`config.mk`:
```
export PLATFORM = sky130hd
export DESIGN_NAME = debounce_sync
export DESIGN_NICKNAME = d
export VERILOG_FILES = /design/src/rtl/debounce_sync.sv
export SDC_FILE = /design/constraint.sdc
export NUM_CORES = 1
export LEC_CHECK = 0
export ABC_AREA = 1
export BUFFER_PORTS_ARGS = -buffer_cell sky130_fd_sc_hd__buf_2
export CORE_ASPECT_RATIO = 0.8
export CORE_MARGIN = 3
export CORE_UTILIZATION = 24
export CTS_BUF_LIST = sky130_fd_sc_hd__clkbuf_8
export CTS_CLUSTER_SIZE = 16
export DETAILED_ROUTE_END_ITERATION = 16
export GPL_ROUTABILITY_DRIVEN = 0
export SYNTH_ARGS = -nofsm -noshare
export SYNTH_HDL_FRONTEND = slang
export SYNTH_SLANG_ARGS = --single-unit
```
`constraint.sdc`:
```
create_clock -name clk -period 1.8 [get_ports clk]
set_input_delay 0.36 -clock clk [delete_from_list [all_inputs] [get_ports clk]]
set_output_delay 0.36 -clock clk [all_outputs]
set_load 0.005 [all_outputs]
```
`src/rtl/debounce_sync.sv`:
```
// Synchronizes a raw asynchronous level into clk and accepts a level change only
// after STABLE_CYCLES consecutive agreeing samples. Aborted qualifications pulse glitch.
module debounce_sync #(
    parameter int SYNC_STAGES   = 2,
    parameter int STABLE_CYCLES = 16
) (
    input  logic clk,
    input  logic reset_n,
    input  logic in,
    output logic out,
    output logic glitch
);

    localparam int CW = $clog2(STABLE_CYCLES + 1);
    localparam logic [CW-1:0] CNT_LAST = CW'(STABLE_CYCLES - 1);
    localparam logic [CW-1:0] CNT_ONE  = CW'(1);

    if (SYNC_STAGES < 2 || SYNC_STAGES > 4) begin : g_bad_sync
        $error("debounce_sync: SYNC_STAGES must be in 2..4");
    end
    if (STABLE_CYCLES < 2) begin : g_bad_stable
        $error("debounce_sync: STABLE_CYCLES must be >= 2");
    end

    typedef enum logic [1:0] {
        STABLE_LOW  = 2'd0,
        QUAL_HIGH   = 2'd1,
        STABLE_HIGH = 2'd2,
        QUAL_LOW    = 2'd3
    } state_t;

    logic [SYNC_STAGES-1:0] sync_q;
    logic                   sync_in;
    state_t                 state_q, state_d;
    logic [CW-1:0]          cnt_q, cnt_d;
    logic                   out_q, out_d;
    logic                   glitch_q, glitch_d;

    // Plain flop chain: nothing may sit between stages or metastability can leak through.
    for (genvar gi = 0; gi < SYNC_STAGES; gi++) begin : g_sync
        if (gi == 0) begin : g_first
            always_ff @(posedge clk) begin
                if (!reset_n) sync_q[gi] <= 1'b0;
                else          sync_q[gi] <= in;
            end
        end else begin : g_rest
            always_ff @(posedge clk) begin
                if (!reset_n) sync_q[gi] <= 1'b0;
                else          sync_q[gi] <= sync_q[gi-1];
            end
        end
    end

    assign sync_in = sync_q[SYNC_STAGES-1];

    always_ff @(posedge clk) begin
        if (!reset_n) begin
            state_q  <= STABLE_LOW;
            cnt_q    <= '0;
            out_q    <= 1'b0;
            glitch_q <= 1'b0;
        end else begin
            state_q  <= state_d;
            cnt_q    <= cnt_d;
            out_q    <= out_d;
            glitch_q <= glitch_d;
        end
    end

    always_comb begin
        state_d  = state_q;
        cnt_d    = cnt_q;
        out_d    = out_q;
        glitch_d = 1'b0;
        case (state_q)
            STABLE_LOW: begin
                out_d = 1'b0;
                if (sync_in) begin
                    state_d = QUAL_HIGH;
                    cnt_d   = CNT_ONE;
                end else begin
                    cnt_d = '0;
                end
            end
            QUAL_HIGH: begin
                out_d = 1'b0;
                if (!sync_in) begin
                    state_d  = STABLE_LOW;
                    cnt_d    = '0;
                    glitch_d = 1'b1;
                end else if (cnt_q == CNT_LAST) begin
                    state_d = STABLE_HIGH;
                    out_d   = 1'b1;
                    cnt_d   = '0;
                end else begin
                    cnt_d = cnt_q + CNT_ONE;
                end
            end
            STABLE_HIGH: begin
                out_d = 1'b1;
                if (!sync_in) begin
                    state_d = QUAL_LOW;
                    cnt_d   = CNT_ONE;
                end else begin
                    cnt_d = '0;
                end
            end
            QUAL_LOW: begin
                out_d = 1'b1;
                if (sync_in) begin
                    state_d  = STABLE_HIGH;
                    cnt_d    = '0;
                    glitch_d = 1'b1;
                end else if (cnt_q == CNT_LAST) begin
                    state_d = STABLE_LOW;
                    out_d   = 1'b0;
                    cnt_d   = '0;
                end else begin
                    cnt_d = cnt_q + CNT_ONE;
                end
            end
            default: begin
                state_d = STABLE_LOW;
                cnt_d   = '0;
                out_d   = 1'b0;
            end
        endcase
    end

    assign out    = out_q;
    assign glitch = glitch_q;

endmodule

```
# Yosys cells after proc, flatten, opt, wreduce, memory -nomap -nowiden
# Cells that the tools add are included.
dict set report word_totals {
  reg_bits 11
  input_bits 3
}
dict set report classes {
  addsub 1
  eq_ne 8
  mux 21
  reduce_logical 2
}
# cell n
set op_table {}
lappend op_table {{$pmux 5 s4} 1}
lappend op_table {{$mux 5} 3}
lappend op_table {{$mux 2} 6}
lappend op_table {{$mux 1} 8}
lappend op_table {{$pmux 2 s4} 1}
lappend op_table {{$ne 3x3->1 const B} 2}
lappend op_table {{$add 5x1->5 const B} 1}
lappend op_table {{$eq 5x4->1 const B} 1}
lappend op_table {{$eq 2x2->1 const B} 2}
lappend op_table {{$ne 2x2->1 const B} 2}
lappend op_table {{$pmux 1 s4} 1}
lappend op_table {{$reduce_and 4->1} 1}
lappend op_table {{$eq 2x1->1 const B} 1}
lappend op_table {{$logic_not 2->1} 1}
lappend op_table {{$pmux 1 s2} 1}

# Depth between registers and ports, before layout
dict set report logic_depth {
  ltp_word 4
  ltp_mapped 7
  ltp_nobuf 7
}

# Worst setup path after synthesis
# No wires, ideal clock.
dict set report synth_path {
  path_kind {register to register}
  from {register cnt_q[0]}
  to {register with a tool-made name}
  setup_time_ns 0.116
  arrival_ns 0.920
  setup_slack_ns 0.764
  path_stages_with_launch 7
  cell_sequence {dfxtp_1 ha_1 nand2_2 nor2_4 nand3_2 nor2_1 nor2_1}
}
# item line_no
set synth_lines {}
lappend synth_lines {{from (decl)} 35} ;# logic [CW-1:0] cnt_q, cnt_d;
lappend synth_lines {{from (signal assigned)} 64} ;# cnt_q <= cnt_d;

==> impl_metrics.env <==
export IMPL_outcome="finished clean"
export IMPL_r2r_cells=6
export IMPL_cp_data_arrival_time_ns=1.26
export IMPL_clk_pin_slew_ns=0.05
export IMPL_rows=12
export IMPL_cts_tree="done"
export IMPL_io_buffer_count=4
export IMPL_htreeDepth=1
export IMPL_routed_wl_um=628
export IMPL_yosys_warnings=0
export IMPL_syn2layout_area_growth_pct=22.8
export IMPL_grt_pass1_wl_um=1090
export IMPL_worst_pin_slew_ns=0.234
export IMPL_clkLatencyLatePin_ns=0.24
export IMPL_place_area_um2=447
export IMPL_coreArea_mm2=0.00147
export IMPL_period_minus_slack_ns=1.14
export IMPL_hold_class="input pin to flip-flop"
export IMPL_cts_root_buffer="clkbuf_8"
export IMPL_pwr_density_cell_mw_per_mm2=1010
export IMPL_syn_nets=52
export IMPL_drc_errors=0
export IMPL_regArea_um2=220
export IMPL_skew_ns=0.00514
export IMPL_antenna_cells=0
export IMPL_slew_headroom=0.844
export IMPL_dieArea_mm2=0.00220
export IMPL_synth_cell_area_um2=400
export IMPL_grt_remaining_overflow=0
export IMPL_timing_final_crit_share=0.634
export IMPL_rsz0062_at_grt="no"
export IMPL_syn_area_per_cell_um2=8.34
export IMPL_maxCapViolations=0
export IMPL_finalSetupTns_ns=0
export IMPL_rrSetupSlack_ns=0.66
export IMPL_die_h_um=42.5
export IMPL_grt_max_degree=8
export IMPL_holdWs_ns=0.308
export IMPL_viasPerCell=3.97
export IMPL_avgRoutedWirePerCell_um=8.16
export IMPL_start_util=0.272
export IMPL_cts_sinks=11
export IMPL_fmax_mhz=876
export IMPL_cts_buffer_depth=2
export IMPL_final_cell_mix="dfxtp_1, nand2_1, inv_1, nor2_1, buf_2"
export IMPL_drive_gt1_frac=0.196
export IMPL_syn_inst=48
export IMPL_path_max_fanout=4
export IMPL_ant_nets=0
export IMPL_final_cell_area_um2=492
export IMPL_dp_hpwl_um=468
export IMPL_die_x_um=51.7
export IMPL_dr_pass1_iters=4
export IMPL_nFillCells=174
export IMPL_final_core_util=0.334
export IMPL_cts_setup_buffers=0
export IMPL_critPathRequiredTime_ns=1.92
export IMPL_path_class="flip-flop to flip-flop"
export IMPL_track_usage=0.0723
export IMPL_first_global_vias=263
export IMPL_ys_seq_area_frac=0.550
export IMPL_total_leakage_power_uw=0.000225
export IMPL_antenna_found_initial=0
export IMPL_multi_input_area_um2=150
export IMPL_ctsResizeCount=0
export IMPL_peakVddDrop_v=0.000437
export IMPL_cts_buffers=3
export IMPL_synthDistinctLibCells=15
export IMPL_postCtsHoldBufs=0
export IMPL_drt_iter0_markers=5
export IMPL_layout_nets=61
export IMPL_setup_viol=0
export IMPL_rr_startpoint="cnt_q[0]$_SDFF_PN0_"
export IMPL_slew_violations=0
export IMPL_io_pins=5
export IMPL_start_kind="flip-flop"
export IMPL_crit_start="cnt_q[0]$_SDFF_PN0_"
export IMPL_final_common_cell="dfxtp_1"
export IMPL_ys_ff_latch=11
export IMPL_vias=306
export IMPL_crit_path_end_kind="flip-flop"
export IMPL_hold_violations=0
## metrics by stage
stage	setup slack (ns)	instances	total power, uW
6_report	0.659	77	496
5_1_grt	0.543	77	522
4_1_cts	0.660	77	507
3_5_place_dp	0.671	73	265
3_3_place_gp	0.680	73	264
2_1_floorplan	0.764	48	259
## cell type report
cell class              instances  share of cell area
well taps                      21              0.0534
repair buffers                  4              0.0407
multi-input cells              29               0.305
clock inverters                 1             0.00763
inverters                       8              0.0611
flip-flops and latches         11               0.448
clock buffers                   3              0.0840
## state kept, by name (all words and copies together), names as in the netlist, named ones only
signal   flops
state_q      1
sync_in      1
glitch       1
sync_q       1
out          1
cnt_q        5
## worst max-delay path: stages (launching register included)
cell     delay (ns)
dfxtp_1        0.35
ha_1           0.19
nand2_2        0.09
nor2_4         0.12
nand3_2        0.08
nor2_1         0.13
nor2_1         0.06
## worst min path at each step
stage	from	endpoint	slack, ns	cells after the start
3_5_place_dp	sync_q[0]$_SDFF_PN0_	sync_in$_SDFF_PN0_	0.40	2
3_3_place_gp	sync_q[0]$_SDFF_PN0_	sync_in$_SDFF_PN0_	0.39	2
6_report	in	sync_q[0]$_SDFF_PN0_	0.31	3
4_1_cts	in	sync_q[0]$_SDFF_PN0_	0.30	3
5_1_grt	in	sync_q[0]$_SDFF_PN0_	0.31	3
2_1_floorplan	sync_q[0]$_SDFF_PN0_	sync_in$_SDFF_PN0_	0.39	2
## routing by layer
layer,part of all wire,GRT usage
met1,0.52,0.0897
met2,0.39,0.0838
met3,0.059,0.0534
met4,0.022,0.0471
met5,0,0
## synthesized netlist by cell type
master	n	share of area
nand4_1	1	0.016
a21oi_1	1	0.012
nand2_2	1	0.016
dfxtp_1	11	0.55
nor2_4	1	0.028
nand2_1	10	0.094
nand3_1	2	0.025
xor2_1	1	0.022
nand3_2	1	0.025
ha_1	1	0.031
nor3_1	2	0.025
a31oi_1	1	0.016
inv_1	7	0.066
inv_2	1	0.0094
nor2_1	7	0.066
## cell families after synthesis
logic type,count (synthesis),synth area share
AO/OA/AOI/OAI,2,0.0281
flip-flops,11,0.550
adder cells (fa/ha/maj),1,0.0312
AND/OR/NAND/NOR,25,0.294
XOR/XNOR,1,0.0219
buffers and inverters,8,0.0750
## report_power, final
group	switching [uW]	internal, uW	total [uW]
Sequential	2.61	248	250
Combinational	5.81	3.85	9.66
Clock	86.8	149	236
(Power assumes the default switching activity.)
